[src/rtl/pwm_pkg.sv]
// Shared frame-buffer geometry and enums for the pwm block and its write-port arbiter.
// Pure declarations: no logic, no latency, no flow control.
package pwm_pkg;

    localparam int FB_AW     = 11;
    localparam int FB_DW     = 8;
    localparam int FRAME_LEN = 1536;

    typedef enum logic [1:0] {
        GNT_NONE,
        GNT_CPU,
        GNT_STREAM,
        GNT_CLEAR
    } gnt_src_t;

    typedef enum logic {
        ST_IDLE,
        ST_CLEAR
    } fb_state_t;

endpackage

[src/rtl/pwm_rr_arb2.sv]
// Two-requester round-robin arbiter (req[0]=CPU, req[1]=stream) with registered preference.
// Grant is combinational from req/pref; no grant at all while en is low.
module pwm_rr_arb2 (
    input  logic       clk,
    input  logic       reset,
    input  logic       en,
    input  logic [1:0] req,
    output logic [1:0] gnt,
    output logic       pref
);

    always_comb begin
        gnt = 2'b00;
        if (en) begin
            if (req == 2'b11) begin
                gnt[pref] = 1'b1;
            end else begin
                gnt = req;
            end
        end
    end

    // Preference flips to whoever was not just served, so a lone winner also hands over.
    always_ff @(posedge clk) begin
        if (!reset) begin
            pref <= 1'b0;
        end else if (gnt[0]) begin
            pref <= 1'b1;
        end else if (gnt[1]) begin
            pref <= 1'b0;
        end
    end

endmodule

[src/rtl/pwm_fb_arbiter.sv]
// Sole writer of the pwm frame buffer: arbitrates CPU, stream loader and clear engine.
// One registered write per cycle (grant -> we next cycle); clear stalls both requesters.
module pwm_fb_arbiter
    import pwm_pkg::*;
#(
    parameter int AW        = FB_AW,
    parameter int DW        = FB_DW,
    parameter int FRAME_LEN = pwm_pkg::FRAME_LEN
) (
    input  logic          clk,
    input  logic          reset,
    input  logic          cpu_req,
    input  logic [AW-1:0] cpu_addr,
    input  logic [DW-1:0] cpu_din,
    output logic          cpu_ack,
    input  logic          s_valid,
    input  logic [DW-1:0] s_data,
    input  logic          s_sof,
    output logic          s_ready,
    input  logic          clr_start,
    input  logic [DW-1:0] clr_value,
    output logic          busy,
    output logic          frame_done,
    output logic          clr_done,
    output logic [AW-1:0] addr,
    output logic [DW-1:0] din,
    output logic          we
);

    localparam logic [AW-1:0] LAST_ADDR = AW'(FRAME_LEN - 1);
    localparam logic [AW:0]   CLR_END   = (AW+1)'(FRAME_LEN);

    fb_state_t     state, nxt_state;
    gnt_src_t      gsel;
    logic          arb_en;
    logic [1:0]    arb_req;
    logic [1:0]    arb_gnt;
    logic          rr_pref;

    logic [AW-1:0] sptr;
    logic [AW-1:0] s_wa;
    logic          s_last;

    logic [AW:0]   clr_cnt;
    logic [DW-1:0] clr_val;
    logic [AW-1:0] clr_wa;
    logic [DW-1:0] clr_wd;
    logic          cpu_in_range;

    // A CPU request is still high on its ack cycle; masking it there avoids a double grant.
    assign arb_req = {s_valid, cpu_req & ~cpu_ack};

    pwm_rr_arb2 u_arb (
        .clk   (clk),
        .reset (reset),
        .en    (arb_en),
        .req   (arb_req),
        .gnt   (arb_gnt),
        .pref  (rr_pref)
    );

    assign s_ready = reset && (state == ST_IDLE) && !clr_start && (!cpu_req || rr_pref);
    assign busy    = (state == ST_CLEAR);

    assign s_wa         = s_sof ? '0 : sptr;
    assign s_last       = (s_wa == LAST_ADDR);
    assign cpu_in_range = ({1'b0, cpu_addr} < CLR_END);

    // The clr_start cycle itself issues address 0 with the live value; later ones use the latch.
    assign clr_wa = (state == ST_IDLE) ? '0 : clr_cnt[AW-1:0];
    assign clr_wd = (state == ST_IDLE) ? clr_value : clr_val;

    always_ff @(posedge clk) begin
        if (!reset) begin
            state <= ST_IDLE;
        end else begin
            state <= nxt_state;
        end
    end

    always_comb begin
        nxt_state = state;
        gsel      = GNT_NONE;
        arb_en    = 1'b0;
        case (state)
            ST_IDLE: begin
                if (clr_start) begin
                    gsel      = GNT_CLEAR;
                    nxt_state = ST_CLEAR;
                end else begin
                    arb_en = 1'b1;
                    if (arb_gnt[0]) begin
                        gsel = GNT_CPU;
                    end else if (arb_gnt[1]) begin
                        gsel = GNT_STREAM;
                    end
                end
            end
            ST_CLEAR: begin
                if (clr_cnt == CLR_END) begin
                    nxt_state = ST_IDLE;
                end else begin
                    gsel = GNT_CLEAR;
                end
            end
            default: nxt_state = ST_IDLE;
        endcase
    end

    always_ff @(posedge clk) begin
        if (!reset) begin
            addr       <= '0;
            din        <= '0;
            we         <= 1'b0;
            cpu_ack    <= 1'b0;
            frame_done <= 1'b0;
            clr_done   <= 1'b0;
            sptr       <= '0;
            clr_cnt    <= '0;
            clr_val    <= '0;
        end else begin
            we         <= 1'b0;
            cpu_ack    <= 1'b0;
            frame_done <= 1'b0;
            clr_done   <= 1'b0;
            case (gsel)
                GNT_CPU: begin
                    cpu_ack <= 1'b1;
                    if (cpu_in_range) begin
                        we   <= 1'b1;
                        addr <= cpu_addr;
                        din  <= cpu_din;
                    end
                end
                GNT_STREAM: begin
                    we         <= 1'b1;
                    addr       <= s_wa;
                    din        <= s_data;
                    sptr       <= s_last ? '0 : s_wa + AW'(1);
                    frame_done <= s_last;
                end
                GNT_CLEAR: begin
                    we       <= 1'b1;
                    addr     <= clr_wa;
                    din      <= clr_wd;
                    clr_done <= (clr_wa == LAST_ADDR);
                    clr_cnt  <= {1'b0, clr_wa} + (AW+1)'(1);
                    if (state == ST_IDLE) begin
                        clr_val <= clr_value;
                    end
                end
                default: ;
            endcase
        end
    end

endmodule

[config.mk]
export PLATFORM = sky130hd
export DESIGN_NAME = pwm_fb_arbiter
export DESIGN_NICKNAME = d
export VERILOG_FILES = /design/src/rtl/pwm_pkg.sv /design/src/rtl/pwm_rr_arb2.sv /design/src/rtl/pwm_fb_arbiter.sv
export SDC_FILE = /design/constraint.sdc
export NUM_CORES = 1
export LEC_CHECK = 0
export CAP_MARGIN = 15
export CELL_PAD_IN_SITES_DETAIL_PLACEMENT = 0
export CELL_PAD_IN_SITES_GLOBAL_PLACEMENT = 1
export CORE_UTILIZATION = 30
export CTS_BUF_LIST = sky130_fd_sc_hd__clkbuf_8
export CTS_CLUSTER_DIAMETER = 30
export DETAILED_ROUTE_END_ITERATION = 10
export PLACE_DENSITY = 0.73
export SYNTH_ARGS = -nofsm -noshare
export SYNTH_HDL_FRONTEND = slang
export SYNTH_SLANG_ARGS = --single-unit
[constraint.sdc]
create_clock -name clk -period 3.3 [get_ports clk]
set_clock_uncertainty 0.2 [all_clocks]
set_input_delay 0.33 -clock clk [delete_from_list [all_inputs] [get_ports clk]]
set_output_delay 0.33 -clock clk [all_outputs]
set_load 0.05 [all_outputs]
==> flow_metrics.py, run 1 <==
metrics = {
    "yosys": {
        "syn_area_sq_um": 2850,
        "ys_types": 54,
        "synth.net_count": 396,
        "ys_ff_latch": 56,
        "yosys-top-cells-area": "dfxtp_1, nand2_1, a21oi_1",
        "synth_top_area_share_pct": 39.4,
        "synth_top_area_cell": "dfxtp_1",
        "yosysMostFrequentCell": "dfxtp_1",
        "ys_seq_area_share_pct": 39.4,
        "synth_edf_count": 0,
        "ys_warn_count": 0,
        "synthCells": 353,
        "async_reset_ff_share_pct": 0,
        "ys.flop_type": "dfxtp_1",
        "syn_area_per_cell_sq_um": 8.06,
        "synthTopCellsByCount": "dfxtp_1, nand2_1, a21oi_1",
    },
    "die": {
        "ios": 66,
        "rows": 35,
        "die_area_sq_um": 9880,
        "core_sq_um": 9200,
        "fp.dieW_um": 99.4,
        "initial_core_util_pct": 30.9,
        "die_h_um": 99.4,
    },
    "clock_tree": {
        "cts_root_buf": "clkbuf_8",
        "htree_levels": 2,
        "clock-sinks": 56,
        "cts_buffers": 5,
        "cts.clk_slew.worst_paths_ns": 0.10,
        "cts_resized": 0,
        "ctsHoldBuffers": 0,
        "worstSkewPairLatency_ns": 0.31,
        "clockBufferDepth": 2,
        "postCtsSetupBuffers": 0,
        "cts_tree": "yes",
    },
    "power_and_ir_drop": {
        "swShare_pct": 29.5,
        "power_density_nw_per_um2": 408,
        "combPwrFrac_pct": 21.8,
        "p_leak_nw": 1.26,
        "p_seq_share_pct": 47.9,
        "vdd_drop_max_mv": 0.191,
        "switching_power_mw": 0.446,
        "p_clk_share_pct": 30.4,
        "internal-power_mw": 1.07,
        "power_mw": 1.51,
    },
    "timing": {
        "tightest_slew_ns": 0.639,
        "rsz0062_at_grt": "false",
        "worst_slack_ns": 0.621,
        "whs_ns": 0.256,
        "relSlewSlack_pct": 56.9,
        "clock.fmax_mhz": 373,
        "tns_ns": 0,
        "drv_slew": 0,
        "finalSetupViolations": 0,
        "hold_viol": 0,
        "period_share_pct": 81.2,
        "period_needed_ns": 2.68,
    },
    "place": {
        "dp_cells": 514,
        "hpwl_um": 6200,
        "portBuffers": 65,
        "place_congestion": 0.843,
        "dpl-instance-area_sq_um": 3590,
        "dp_slack_ns": 0.462,
    },
    "global_routing": {
        "grt_use_total_pct": 17.8,
        "grt_pass1_vias": 2704,
        "grt_pass1_wl_um": 14000,
        "grt_max_degree": 33,
        "gr-total-overflow": 0,
        "antenna_found_initial": 0,
    },
    "layout": {
        "fillers": 936,
        "nets": 453,
        "layout-drive-gt1-share_pct": 9.73,
        "syn_to_final_growth_pct": 30.1,
        "design_area_sq_um": 3700,
        "fin_cells": 522,
        "diodes": 0,
        "final_core_util_pct": 40.3,
    },
    "setup_path": {
        "worstSetupStartpointType": "register",
        "cp-end-kind": "primary output",
        "worstRegToRegCells": 5,
        "path_buf_inv": 2,
        "worst_path_largest_cell_delay_ns": 0.86,
        "r2r-start": "busy",
        "worst-setup-path-type": "reg2out",
        "r2r_slack_ns": 0.94,
        "worstReg2RegEnd": "din[1]",
        "worstPathArrival_ns": 2.15,
        "crit_path_start": "busy",
        "cp_slowest_cell": "clkdlybuf4s50_1",
        "crit_chain": "buf_4 -> clkdlybuf4s50_1",
        "worstPathMaxFanout": 25,
        "cp_data_required_time_ns": 2.77,
        "critPathTopFamily": "buffers and inverters",
    },
    "worst_hold_path": {
        "holdPathEnd": "clr_val[4]",
        "hold_class": "reg2reg",
        "hp-start": "clr_val[4]",
        "whs_path_depth": 2,
    },
    "routing": {
        "drt.antenna.violating_nets": 0,
        "post_drt_wl_per_cell_um": 16.2,
        "num_vias": 2836,
        "drtPass1Iterations": 4,
        "vias_per_cell": 5.43,
        "wirelength_um": 8480,
        "drc_errors": 0,
        "drt_iter0_markers": 137,
    },
    "run": {
        "maxCapViolCount": 0,
    },
    "outcome": {
        "run_status": "complete, no violations",
    },
}
[state kept, by name (all words and copies together) (netlist names)]
signal	cells
busy	1
cpu_ack	1
frame_done	1
din	8
we	1
sptr	11
addr	11
clr_done	1
clr_cnt	12
u_arb.pref	1
clr_val	8
[worst max path at each step]
stage,to,slack [ns],cells past startpoint
after floorplan,clr_cnt[10],0.46,12
after global placement,sptr[3],0.59,8
after detailed placement,sptr[3],0.46,8
after CTS,busy,0.60,2
after global routing,busy,0.53,2
final,busy,0.62,2
[worst min-delay path, stage by stage (launching register included)]
cell and delay (ns):
dfxtp_1 0.32, nand2_1 0.05, a21oi_1 0.05
[cell families (layout without fill, tap and decap cells)]
family / after synthesis / count (layout) / share of synthesized area [%]
DFF: 56 / 56 / 39.4
AOI/OAI and AO/OA: 118 / 118 / 27.1
and+or+nand+nor: 136 / 136 / 23.7
buffers and inverters: 33 / 91 / 5.72
muxes: 8 / 8 / 3.12
adders and majority gates: 2 / 2 / 0.879
[power by group through the flow]
stage          registers (mW)  clock network, mW  logic [mW]
3_3_place_gp            0.739                  0       0.328
4_1_cts                 0.724              0.476       0.331
5_1_grt                 0.728              0.500       0.355
2_1_floorplan           0.804                  0       0.134
3_5_place_dp            0.739                  0       0.330
6_report                0.724              0.459       0.329
[per-layer routing]
layer | global-route usage (%) | part of all wire, % | up-vias
li1 | - | - | 1414
met1 | 24.5 | 48 | 1356
met2 | 29.1 | 48 | 53
met3 | 2.46 | 2.9 | 13
met4 | 4.75 | 1.4 | 0
met5 | 0 | 0 | -
[placed cells by master (no fill, tap or decap), drive strengths merged, types with 2 or more instances in the layout]
| cell | count |
|---|---|
| a211oi | 4 |
| a21oi | 35 |
| a311oi | 5 |
| a31oi | 13 |
| a32oi | 2 |
| and3 | 2 |
| and4 | 2 |
| buf | 12 |
| clkbuf | 5 |
| clkdlybuf4s50 | 64 |
| dfxtp | 56 |
| ha | 2 |
| inv | 7 |
| mux2 | 7 |
| nand2 | 57 |
| nand2b | 9 |
| nand3 | 11 |
| nand4 | 6 |
| nand4b | 3 |
| nor2 | 18 |
| nor2b | 5 |
| nor3 | 6 |
| nor4 | 7 |
| o211a | 2 |
| o211ai | 2 |
| o21ai | 29 |
| o221ai | 7 |
| o22ai | 9 |
| or2 | 3 |
| or4 | 3 |
[area by class of cell]
type	count	area [sq um]	area share [%]
well taps	111	139	3.75
repair buffers	76	743	20.1
clock inverters	3	42.5	1.15
clock buffers	5	68.8	1.86
multi-input cells	264	1560	42.2
flip-flops and latches	56	1120	30.3
inverters	7	26.3	0.710
Note: power is estimated with default switching activity, not from simulation.
==> run 2: changes to the inputs <==
Settings changed: PLACE_DENSITY 0.73 to 0.75.
Clock period 3.3 ns to 2.3 ns, I/O delays scaled along.
==> flow_metrics.py, run 2 (synthesis results as in run 1) <==
metrics = {
    "outcome": {
        "run_status": "complete, no violations",
    },
    "die": {
        "initial_core_util_pct": 30.9,
        "rows": 35,
        "core_sq_um": 9200,
        "die_area_sq_um": 9880,
        "ios": 66,
        "fp.dieW_um": 99.4,
        "die_h_um": 99.4,
    },
    "power_and_ir_drop": {
        "p_leak_nw": 1.37,
        "power_mw": 2.12,
        "power_density_nw_per_um2": 548,
        "vdd_drop_max_mv": 0.319,
    },
    "layout": {
        "layout_commonest_cell": "clkdlybuf4s50_1",
        "largest_register_ffs": 12,
        "top_register": "clr_cnt",
        "design_area_sq_um": 3870,
        "layout-drive-gt1-share_pct": 15.2,
        "syn_to_final_growth_pct": 36.1,
        "diodes": 0,
        "fin_cells": 545,
        "top_regs": "clr_cnt: 12 flops, addr: 11 flops, sptr: 11 flops",
        "nets": 476,
        "final_cell_mix": "clkdlybuf4s50_1, nand2_1, dfxtp_1",
    },
    "timing": {
        "tightest_slew_ns": 0.714,
        "period_needed_ns": 2.12,
        "worst_slack_ns": 0.177,
        "relSlewSlack_pct": 52.2,
        "finalSetupViolations": 0,
        "period_share_pct": 92.3,
        "rsz0062_at_grt": "false",
        "drv_slew": 0,
        "hold_viol": 0,
        "clock.fmax_mhz": 471,
        "tns_ns": 0,
    },
    "place": {
        "place_congestion": 0.882,
        "hpwl_um": 6450,
        "dp_cells": 536,
        "dpl-instance-area_sq_um": 3770,
        "portBuffers": 65,
        "dp_slack_ns": -0.135,
    },
    "setup_path": {
        "worstPathMaxFanout": 23,
        "cp_data_required_time_ns": 1.87,
        "worst-setup-path-type": "reg2out",
        "cp_slowest_cell": "dfxtp_4",
        "worst_path_largest_cell_delay_ns": 0.45,
        "worstPathArrival_ns": 1.69,
        "worstSetupStartpointType": "register",
        "cp-end-kind": "primary output",
        "crit_chain": "or2_1 -> buf_4 -> nor3_2 -> buf_12",
    },
    "global_routing": {
        "antenna_found_initial": 0,
        "grt_use_total_pct": 18.0,
        "grt_pass1_vias": 2816,
        "grt_pass1_wl_um": 14200,
        "grt_max_degree": 25,
        "gr-total-overflow": 0,
    },
    "clock_tree": {
        "cts_root_buf": "clkbuf_8",
        "cts_tree": "yes",
        "cts_buffers": 5,
        "postCtsSetupBuffers": 0,
        "cts.clk_slew.worst_paths_ns": 0.11,
        "htree_levels": 2,
        "clock-sinks": 56,
        "clockBufferDepth": 2,
        "worstSkewPairLatency_ns": 0.31,
    },
    "routing": {
        "drc_errors": 0,
        "drtPass1Iterations": 5,
        "drt_iter0_markers": 184,
        "drt.antenna.violating_nets": 0,
        "num_vias": 2943,
        "wirelength_um": 8740,
        "vias_per_cell": 5.40,
        "post_drt_wl_per_cell_um": 16.0,
    },
    "worst_hold_path": {
        "hold_class": "reg2reg",
    },
    "run": {
        "maxCapViolCount": 0,
    },
}
run 2: critical path: cells and delay by family, from the launching register on:
| family | cells | cell delay, ns |
|---|---|---|
| AND/OR/NAND/NOR | 2 | 0.53 |
| flip-flops | 1 | 0.45 |
| buffers and inverters | 2 | 0.38 |
run 2: what timing repair did:
action / 4_1_cts / 5_1_grt
hold buffers: 0 / 0
resized for setup: 1 / 0
gates cloned: 0 / 1
pin swaps: 0 / 0
setup endpoints to repair: 1 / 8
run 2: per-layer routing:
metal / wire [um] / part of all wire [%] / GRT usage (%) / vias to the layer above
met5: 0 / 0 / 0 / -
met4: 106 / 1.2 / 4.64 / 0
li1: - / - / - / 1462
met1: 4030 / 46 / 24.9 / 1402
met3: 327 / 3.7 / 2.46 / 13
met2: 4270 / 49 / 29.7 / 66
run 2: path summary, 6_finish.rpt:
path	startpoint	to	slack (ns)	depth (start not counted)
min	clr_val[0]	clr_val[0]	0.25	2
max reg2reg	busy	clr_cnt[10]	0.18	7
min reg2reg	clr_val[0]	clr_val[0]	0.25	2
max	busy	s_ready	0.18	4
run 2: where the power goes:
| part | internal, mW | total, mW | switching [mW] |
|---|---|---|---|
| Sequential | 1.01 | 1.04 | 0.0324 |
| Clock | 0.245 | 0.584 | 0.339 |
| Combinational | 0.213 | 0.493 | 0.280 |
run 2: per-stage QoR:
| stage | util, % | hold slack [ns] |
|---|---|---|
| 3_3_place_gp | 41.0 | 0.238 |
| 6_report | 42.1 | 0.254 |
| 2_1_floorplan | - | 0.166 |
| 5_1_grt | 42.1 | 0.283 |
| 4_1_cts | 42.0 | 0.256 |
| 3_5_place_dp | 41.0 | 0.242 |
run 2: cell type report:
type	instances	area (sq um)
timing repair buffer	98	907
clock inverter	2	15.0
tap	111	139
sequential	56	1120
fill	942	5320
inverter	7	26.3
clock buffer	6	82.6
multi-input combinational	265	1580
==> patch (settings of run 2) <==
`FB_DW`: 8 -> 10.
--- a/src/rtl/pwm_pkg.sv
+++ b/src/rtl/pwm_pkg.sv
@@ -3,7 +3,7 @@
 package pwm_pkg;
 
     localparam int FB_AW     = 11;
-    localparam int FB_DW     = 8;
+    localparam int FB_DW     = 10;
     localparam int FRAME_LEN = 1536;
 
     typedef enum logic [1:0] {
Ports: changed (resized clr_value, cpu_din, din and s_data); port bits go from 66 to 74. The function was not compared with the original's and may differ.
==> patch against run 2 <==
Power increased by 16%; count of clock-buffer cells in the layout is 4 higher; setup slack improved by 0.013 ns; synthesized area is 6.2% higher; sequential cell count grew 4; sequential share of layout area is 0.51 points lower; sequential power rose by 7%; critical path depth up 3; cell area increased by 9.0%; wire length rose by 3.9%; cell count increased by 7.0%; hold slack about the same; critical path type is now register to register; largest cell class unchanged; largest power group unchanged; highest routed layer unchanged.
==> patch: results (changes against run 2) <==
.. list-table::
   :header-rows: 1

   * - Metric
     - Value
   * - Result of the run
     - completed
   * - Adder and majority gate portion of the synthesized area
     - 0.8285% (-0.051 points)
   * - Buffers excl. clock
     - 100 (+2.0%)
   * - Post-Synthesis Net Count
     - 410 (+3.5%)
   * - Drt first pass iters
     - 4 (-1)
   * - Cell variety after synth
     - 51 (-5.6%)
   * - Largest net degree at the start of global routing
     - 23 (-8.0%)
   * - Quantity of I/O buffers inserted on ports
     - 73 (+12%)
   * - Initial detailed-routing violation count
     - 142 (-23%)
   * - Multiplexer fraction of the synthesized cell area
     - 7.746% (+4.6 points)
   * - Average wire per standard cell
     - 15.57 um (-2.9%)
   * - ClkCell Share
     - 3.793% (+1.3 points)
   * - Main area contributors after synthesis
     - sky130_fd_sc_hd__dfxtp_1 40%, sky130_fd_sc_hd__nand2_1 7.0%, sky130_fd_sc_hd__a21oi_1 5.6%, sky130_fd_sc_hd__mux2_2 4.1%, sky130_fd_sc_hd__a22oi_1 3.7%
   * - Met3 wire length
     - 429 um (+31%)
   * - Met2 track utilization from global routing
     - 29.27% (-0.43 points)
   * - Internal power summed over all cells
     - 1.728 mW (+18%)
   * - Met2 wirelength from detailed routing
     - 4343 um (+1.7%)
   * - Clock latency of the later-clocked register in the worst-skew pair
     - 0.34 ns (+0.03 ns)
   * - Worst path max stage delay
     - 0.48 ns (+0.03 ns)
   * - Tightest Pin Transition
     - 0.5610 ns (-0.1530 ns)
   * - Filler cell count in the final layout
     - 994 (+5.5%)
   * - Mean number of vias per cell
     - 5.214 (-3.4%)
   * - GR met3 Demand/Resource
     - 4.651% (+2.2 points)
   * - Leakage power of the design
     - 1.507 nW (+10%)
   * - IR Drop Worst-Case VDD
     - 247.0 uV (-23%)
   * - Synth Area in Compound Gates
     - 25.48% (-1.7 points)
   * - Power consumed by sequential cells
     - 1.11 mW (+7%)
   * - Count of inverters other than clock inverters in the layout
     - 3 (-4)
   * - Fraction of the yosys area taken by sequential cells
     - 39.77% (+0.37 points)
   * - Combined global-route utilization of all metal layers
     - 18.35% (+0.31 points)
   * - Final weighted congestion of routability-driven global placement
     - 0.7698 (-13%)
   * - GRT met1 Usage
     - 24.98% (+0.11 points)
   * - Top cells by count, synth
     - 60 x sky130_fd_sc_hd__dfxtp_1, 56 x sky130_fd_sc_hd__nand2_1, 34 x sky130_fd_sc_hd__a21oi_1
   * - Fraction of area in non-clock buffers
     - 23.53% (+0.10 points)
   * - H-tree depth
     - 3 (+1)
   * - Number of global-route vias before repair
     - 2894 (+2.8%)
   * - Detail Placement HPWL
     - 6653 um (+3.2%)
[patch: cell count changes after synthesis, sizes merged, moves of 6 or more]
cell           run 2  this run
nand4              6         0
nand2b             9         3
o221ai             7         0
o21ai             29        23
a22oi              1        15
mux2i              1        11
[patch: final timing paths]
path | slack, ns | cells after the start | start | end
worst max-delay path | 0.19 | 7 | busy | clr_cnt[6]
worst min-delay path | 0.25 | 2 | clr_val[9] | clr_val[9]
worst max register to register | 0.19 | 7 | busy | clr_cnt[6]
worst min register to register | 0.25 | 2 | clr_val[9] | clr_val[9]
[patch: metrics by stage]
stage                      TNS, ns  utilization, %  power [mW]  instance area, um2  instances
after floorplan                  0               -       1.433                3024        361
after global placement           0           41.51       1.664                4058        568
after detailed placement  -0.05402           41.51       1.670                4058        568
after CTS                        0           43.15       2.486                4218        583
after global routing             0           43.20       2.566                4223        583
final                            0           43.20       2.456                4223        583
